### src/rtl/uart_rx_cfg.sv
// Runtime-configurable UART receiver: majority-vote oversampling, 5-8 data bits, five parity
// modes, 1/2 stop bits, valid/ready holding register. Optional break detect: UART_RX_CFG_BREAK_DET_EN.
module uart_rx_cfg #(
    parameter int OVERSAMPLE = 16,
    parameter int DIV_WIDTH  = 16
) (
    input  logic                 i_clock,
    input  logic                 i_reset,
    input  logic                 i_ser_in,
    input  logic [DIV_WIDTH-1:0] i_divisor,
    input  logic [1:0]           i_data_bits,
    input  logic [2:0]           i_parity_mode,
    input  logic                 i_stop_bits,
    output logic [7:0]           o_rx_data,
    output logic                 o_rx_valid,
    input  logic                 i_rx_ready,
    output logic                 o_rx_parity_err,
    output logic                 o_rx_frame_err,
    output logic                 o_rx_overrun,
    output logic                 o_rx_busy,
`ifdef UART_RX_CFG_BREAK_DET_EN
    output logic                 o_rx_break,
`endif
    output logic [2:0]           o_dbg_state
);
    localparam int OS_W = $clog2(OVERSAMPLE);
    localparam logic [OS_W-1:0] OS_HALF = OS_W'(OVERSAMPLE / 2);
    localparam logic [OS_W-1:0] OS_LAST = OS_W'(OVERSAMPLE - 1);

    typedef enum logic [2:0] {S_IDLE, S_START, S_DATA, S_PARITY, S_STOP1, S_STOP2} state_t;
    state_t r_state, w_state_n;

    logic                 r_sync1, r_sync2, r_sync3;
    logic [1:0]           r_samp;
    logic [DIV_WIDTH-1:0] r_pre, w_div_lim;
    logic [OS_W-1:0]      r_os;
    logic [2:0]           r_bit_cnt, w_last_bit;
    logic [1:0]           r_dbits;
    logic [2:0]           r_pmode;
    logic                 r_two;
    logic [7:0]           r_shift, w_data;
    logic                 r_parx, r_perr, r_ferr, r_fin;
    logic                 w_tick, w_line, w_fall, w_maj, w_start, w_hit, w_complete;
    logic                 w_par_en, w_hold_off, w_deliver;

    assign w_line     = r_sync2;
    assign w_fall     = r_sync3 & ~r_sync2;
    // The two previous tick samples plus the current line form the 3-sample vote window.
    assign w_maj      = (r_samp[1] & r_samp[0]) | (r_samp[1] & w_line) | (r_samp[0] & w_line);
    assign w_div_lim  = (i_divisor <= DIV_WIDTH'(1)) ? '0 : i_divisor - DIV_WIDTH'(1);
    assign w_tick     = (r_pre >= w_div_lim);
    assign w_par_en   = (r_pmode >= 3'd1) && (r_pmode <= 3'd4);
    assign w_last_bit = {1'b0, r_dbits} + 3'd4;
    assign w_data     = r_shift >> (2'd3 - r_dbits);
    assign w_start    = (r_state == S_IDLE) && w_fall && !w_hold_off;
    assign w_hit      = w_tick && (r_os == ((r_state == S_START) ? OS_HALF : OS_LAST));
    assign o_rx_busy  = (r_state != S_IDLE);
    assign o_dbg_state = r_state;

`ifdef UART_RX_CFG_BREAK_DET_EN
    logic r_zero;
    assign w_hold_off = o_rx_break;
    assign w_deliver  = r_fin && !r_zero;
`else
    assign w_hold_off = 1'b0;
    assign w_deliver  = r_fin;
`endif

    always_ff @(posedge i_clock) begin
        if (i_reset) r_state <= S_IDLE;
        else         r_state <= w_state_n;
    end

    always_comb begin
        w_state_n  = r_state;
        w_complete = 1'b0;
        case (r_state)
            S_IDLE:   if (w_start) w_state_n = S_START;
            S_START:  if (w_hit) w_state_n = w_maj ? S_IDLE : S_DATA;
            S_DATA:   if (w_hit && (r_bit_cnt == w_last_bit)) w_state_n = w_par_en ? S_PARITY : S_STOP1;
            S_PARITY: if (w_hit) w_state_n = S_STOP1;
            S_STOP1: begin
                if (w_hit) begin
                    if (r_two) begin
                        w_state_n = S_STOP2;
                    end else begin
                        w_state_n  = S_IDLE;
                        w_complete = 1'b1;
                    end
                end
            end
            S_STOP2: begin
                if (w_hit) begin
                    w_state_n  = S_IDLE;
                    w_complete = 1'b1;
                end
            end
            default:  w_state_n = S_IDLE;
        endcase
    end

    always_ff @(posedge i_clock) begin
        if (i_reset) begin
            r_sync1 <= 1'b1; r_sync2 <= 1'b1; r_sync3 <= 1'b1;
            r_samp <= 2'b11; r_pre <= '0; r_os <= '0; r_bit_cnt <= '0;
            r_dbits <= '0; r_pmode <= '0; r_two <= 1'b0; r_shift <= '0;
            r_parx <= 1'b0; r_perr <= 1'b0; r_ferr <= 1'b0; r_fin <= 1'b0;
`ifdef UART_RX_CFG_BREAK_DET_EN
            r_zero <= 1'b0;
`endif
        end else begin
            r_sync1 <= i_ser_in;
            r_sync2 <= r_sync1;
            r_sync3 <= r_sync2;
            r_pre   <= (w_start || w_tick) ? '0 : r_pre + DIV_WIDTH'(1);
            r_fin   <= w_complete;
            if (w_tick) r_samp <= {r_samp[0], w_line};
            if (w_start) begin
                r_dbits   <= i_data_bits;
                r_pmode   <= i_parity_mode;
                r_two     <= i_stop_bits;
                r_os      <= '0;
                r_bit_cnt <= '0;
                r_shift   <= '0;
                r_parx    <= 1'b0;
                r_perr    <= 1'b0;
                r_ferr    <= 1'b0;
`ifdef UART_RX_CFG_BREAK_DET_EN
                r_zero    <= 1'b1;
`endif
            end else if ((r_state != S_IDLE) && w_tick) begin
                r_os <= w_hit ? '0 : r_os + OS_W'(1);
                if (w_hit) begin
                    case (r_state)
                        S_DATA: begin
                            r_shift   <= {w_maj, r_shift[7:1]};
                            r_parx    <= r_parx ^ w_maj;
                            r_bit_cnt <= r_bit_cnt + 3'd1;
                        end
                        S_PARITY: begin
                            case (r_pmode)
                                3'd1:    r_perr <= ~(r_parx ^ w_maj);
                                3'd2:    r_perr <= r_parx ^ w_maj;
                                3'd3:    r_perr <= ~w_maj;
                                3'd4:    r_perr <= w_maj;
                                default: r_perr <= 1'b0;
                            endcase
                        end
                        S_STOP1, S_STOP2: r_ferr <= r_ferr | ~w_maj;
                        default: ;
                    endcase
`ifdef UART_RX_CFG_BREAK_DET_EN
                    if ((r_state == S_DATA) || (r_state == S_PARITY) || (r_state == S_STOP1))
                        r_zero <= r_zero & ~w_maj;
`endif
                end
            end
        end
    end

    // Completed frames arrive one cycle after the final stop sample via r_fin.
    always_ff @(posedge i_clock) begin
        if (i_reset) begin
            o_rx_data <= '0; o_rx_valid <= 1'b0; o_rx_parity_err <= 1'b0;
            o_rx_frame_err <= 1'b0; o_rx_overrun <= 1'b0;
`ifdef UART_RX_CFG_BREAK_DET_EN
            o_rx_break <= 1'b0;
`endif
        end else begin
            o_rx_overrun <= 1'b0;
            if (w_deliver) begin
                if (!o_rx_valid || i_rx_ready) begin
                    o_rx_data       <= w_data;
                    o_rx_parity_err <= r_perr;
                    o_rx_frame_err  <= r_ferr;
                    o_rx_valid      <= 1'b1;
                end else begin
                    o_rx_overrun <= 1'b1;
                end
            end else if (o_rx_valid && i_rx_ready) begin
                o_rx_valid <= 1'b0;
            end
`ifdef UART_RX_CFG_BREAK_DET_EN
            if (r_fin && r_zero)                      o_rx_break <= 1'b1;
            else if ((r_state == S_IDLE) && w_line)   o_rx_break <= 1'b0;
`endif
        end
    end
endmodule

### config.mk
export PLATFORM = sky130hd
export DESIGN_NAME = uart_rx_cfg
export DESIGN_NICKNAME = d
export VERILOG_FILES = /design/src/rtl/uart_rx_cfg.sv
export SDC_FILE = /design/constraint.sdc
export NUM_CORES = 1
export LEC_CHECK = 0
export ABC_AREA = 1
export BUFFER_PORTS_ARGS = -buffer_cell sky130_fd_sc_hd__buf_2
export CAP_MARGIN = 20
export CORE_MARGIN = 3
export CORE_UTILIZATION = 35
export DETAILED_ROUTE_END_ITERATION = 8
export PLACE_DENSITY = 0.52
export SYNTH_ARGS = -nofsm -noshare
export SYNTH_HDL_FRONTEND = slang
export SYNTH_SLANG_ARGS = --single-unit
### constraint.sdc
create_clock -name i_clock -period 5.8 [get_ports i_clock]
set_input_delay 0.58 -clock i_clock [delete_from_list [all_inputs] [get_ports i_clock]]
set_output_delay 0.58 -clock i_clock [all_outputs]
set_load 0.02 [all_outputs]
==> key figures <==
Global routing
  • Largest net degree at the start of global routing: 22
  • GRT Residual Overflow: 0
  • Total GRT Usage: 13.5%
  • First-pass GRT wire length: ~13000 um
  • Initial antenna violation count: 0
  • Number of global-route vias before repair: 2933

Synthesis
  • Mapped Cells: 495
  • Main combinational cell family by area after synthesis: simple AND/OR/NAND/NOR gates
  • Most frequent cells after synthesis: nand2_1, inv_1, dfxtp_1, nor2_1, o21ai_0
  • Yosys top cell by area: dfxtp_1
  • Post-synthesis mux area share: 0%
  • Sequential area share after synthesis: 34.4%
  • Most frequent cell after synthesis: nand2_1
  • Synth Area in Simple Gates: ~30%
  • Yosys cell types: 44
  • Post-synthesis async set-or-reset flop share: 0%
  • Seq cells post-synth: between 60 and 70
  • Synth Cell Area: 3550 sq um
  • Net Count, Synth: 542
  • Ys Warns: 0
  • Adder and majority gate portion of the synthesized area: 7.40%
  • Synth top area cells: dfxtp_1, nand2_1, ha_1
  • Xor and xnor area share after synthesis: 4.44%
  • Main synth FF type: dfxtp_1
  • Yosys top cell area share: 34.4%
  • Post-synth EDFFs: 0
  • Syn avg cell area: 7.17 sq um
  • Synth Area in Compound Gates: between 15 and 20%

Floorplan
  • Die area: 11400 sq um
  • Horiz. Die Dim: 107 um
  • I/O Pins: 42
  • Starting density of the core: 36.2%
  • Core area: 9820 sq um
  • Die height: ~110 um
  • # rows: 36

STA
  • Slew @ Worst Pin: 0.933 ns
  • Fmax: 301 MHz
  • Fin. Hold Viols: 0
  • Final Worst Setup Slack: 2.48 ns
  • Skew final: roughly 0.011 ns
  • Max-slew headroom: between 30 and 40%
  • RSZ-0062 raised after global routing: no
  • Setup TNS: 0 ns
  • Tcrit/Tclk final: 57.3%
  • Setup Viol. Count Final: 0
  • Final count of pins violating max slew: 0
  • Fin crit period: ~3.3 ns

Place
  • # port buffers: 41
  • Detail Placement HPWL: 5560 um
  • GP Congestion: 0.815
  • Post-DP Area: 3860 sq um
  • Dpl ws: 2.09 ns

Clock network
  • Clock root buffer: clkbuf_8
  • Setup repair bufs after CTS: 0
  • Clock Sinks: 61
  • Cells resized by post-CTS repair: 0
  • H-tree Lvls: 3
  • Cts-stage hold buffer count: 0
  • Latest clock arrival within the worst-skew pair: 0.34 ns
  • Clock-pin slew on the worst setup and hold paths: 0.07 ns
  • TritonCTS clock tree: yes
  • TritonCTS Buffers: 9
  • Max clock buf depth: 2

Cells and area
  • Register area: 1220 sq um
  • Post-layout net count: 583
  • Fillers: 1060
  • # diodes: 0
  • Area delta synth->final: 13.6%
  • Share of layout cells above drive strength 1: 17.2%
  • Final instance area: 4030 sq um
  • Area of the multi-input gates: 2010 sq um

Critical path
  • Worst Path Required: 6.03 ns
  • Largest fanout on the critical path: 16
  • Signal arrival time at the worst endpoint: 3.55 ns
  • Setup slack, reg-to-reg: 3.55 ns
  • CP Launch Type: input port
  • Critical path type: input port to flop
  • CP Capture Type: flop
  • Worst reg-to-reg path cell count: 9

Route
  • WL per Instance: approximately 11 um
  • Vias/cell: 4.67
  • Post-Route WL: 7280 um
  • DRC violations left: 0
  • DRT antenna net count: 0
  • First-pass DRT Iterations: 4
  • Routed via count: 3148
  • Initial drt markers: 63

Hold path
  • Hold path depth: 2
  • HP Class: input port to flop

Pwr
  • Pwr Density: 263 nW/um^2
  • Total power: 1.06 mW
  • Max VDD drop: 0.112 mV
  • LEAKAGE: 1.84 nW

Job
  • Max Cap Violations: 0

Status
  • Run status: complete, no violations
stage by stage:
stage	hold slack [ns]	util, %	instances
6_report	0.418	41.1	674
5_1_grt	0.400	41.1	674
4_1_cts	0.400	41.1	674
3_5_place_dp	0.407	39.3	658
3_3_place_gp	0.405	39.3	658
2_1_floorplan	0.389	-	495
final cells by class:
| cell class | count | share of cell area [%] |
|---|---|---|
| Tap cell | 133 | 4.13 |
| Clock inverter | 7 | 1.27 |
| Timing Repair Buffer | 41 | 5.09 |
| Multi-Input combinational cell | 355 | 49.8 |
| Clock buffer | 9 | 3.07 |
| Inverter | 68 | 6.33 |
| Sequential cell | 61 | 30.3 |
power breakdown:
| group | internal (mW) | switching [mW] | leakage, nW | total (mW) |
|---|---|---|---|---|
| registers | 0.437 | 0.0266 | 0.494 | 0.464 |
| clock network | 0.156 | 0.183 | 0.0856 | 0.339 |
| logic | 0.0856 | 0.172 | 1.26 | 0.258 |
flip-flops by register name, summed over array words and instances, names as in the netlist, 2 cells and up:
name         cells
o_rx_data        8
r_pmode          3
o_dbg_state      3
r_os             4
r_bit_cnt        3
r_shift          8
r_pre           16
r_samp           2
r_dbits          2
cell usage in the layout, fill, tap and decap left out, types with 2 or more instances in the layout:
cell,instances
a211oi_1,2
nor2_1,57
ha_1,21
o21ai_0,36
or2_2,4
a21oi_1,34
clkinvlp_4,2
clkinv_4,2
o21a_1,2
buf_2,41
inv_1,62
nand2_1,88
o21ai_1,3
nor2_2,5
nand4_1,8
nand3_1,19
nor3b_1,5
nand2_2,7
o211ai_1,9
xnor2_1,3
xor2_1,15
clkinv_2,2
nand3_2,3
nor3_1,13
inv_2,5
dfxtp_1,61
nor2_4,3
o22ai_1,2
clkbuf_8,9
a21oi_2,3
kinds of logic (layout without fill, tap and decap cells):
family | after synthesis | in the layout
xor gates and xnor gates | 18 | 18
adders and majority gates | 21 | 21
and+or+nand+nor | 221 | 221
DFF | 61 | 61
AOI/OAI and AO/OA | 95 | 95
buffers and inverters | 79 | 125
critical path: stages:
cell and delay [ns]:
buf_2 0.09, inv_1 0.06, ha_1 0.21, nand2_1 0.17, nor2_1 0.13, o21ai_1 0.50
nand2_1 0.14, ha_1 0.32, nand2_1 0.05, inv_1 0.04, nand2_1 0.06, nor2_1 0.11
nor2_1 0.04, nand2_1 0.06, nand2_1 0.09, nand2_2 0.20, nand2_4 0.12, nor2_8 0.23
inv_2 0.12, o21ai_0 0.17, a21oi_1 0.05
routing by layer:
metal  global-route usage (%)  vias to the layer above  share of wire, %
met5                        0                        -                 0
li1                         -                     1701                 -
met3                     2.59                        9               2.2
met4                     5.21                        0               1.5
met2                     21.4                       27                44
met1                     18.3                     1411                53
worst paths after layout:
| check | endpoint | from |
|---|---|---|
| max reg2reg | r_pre[9] | o_dbg_state[0] |
| min reg2reg | r_sync2 | r_sync1 |
| min | r_sync1 | i_ser_in |
| max | r_bit_cnt[1] | i_divisor[0] |
Note: power is estimated with default switching activity, not from simulation.
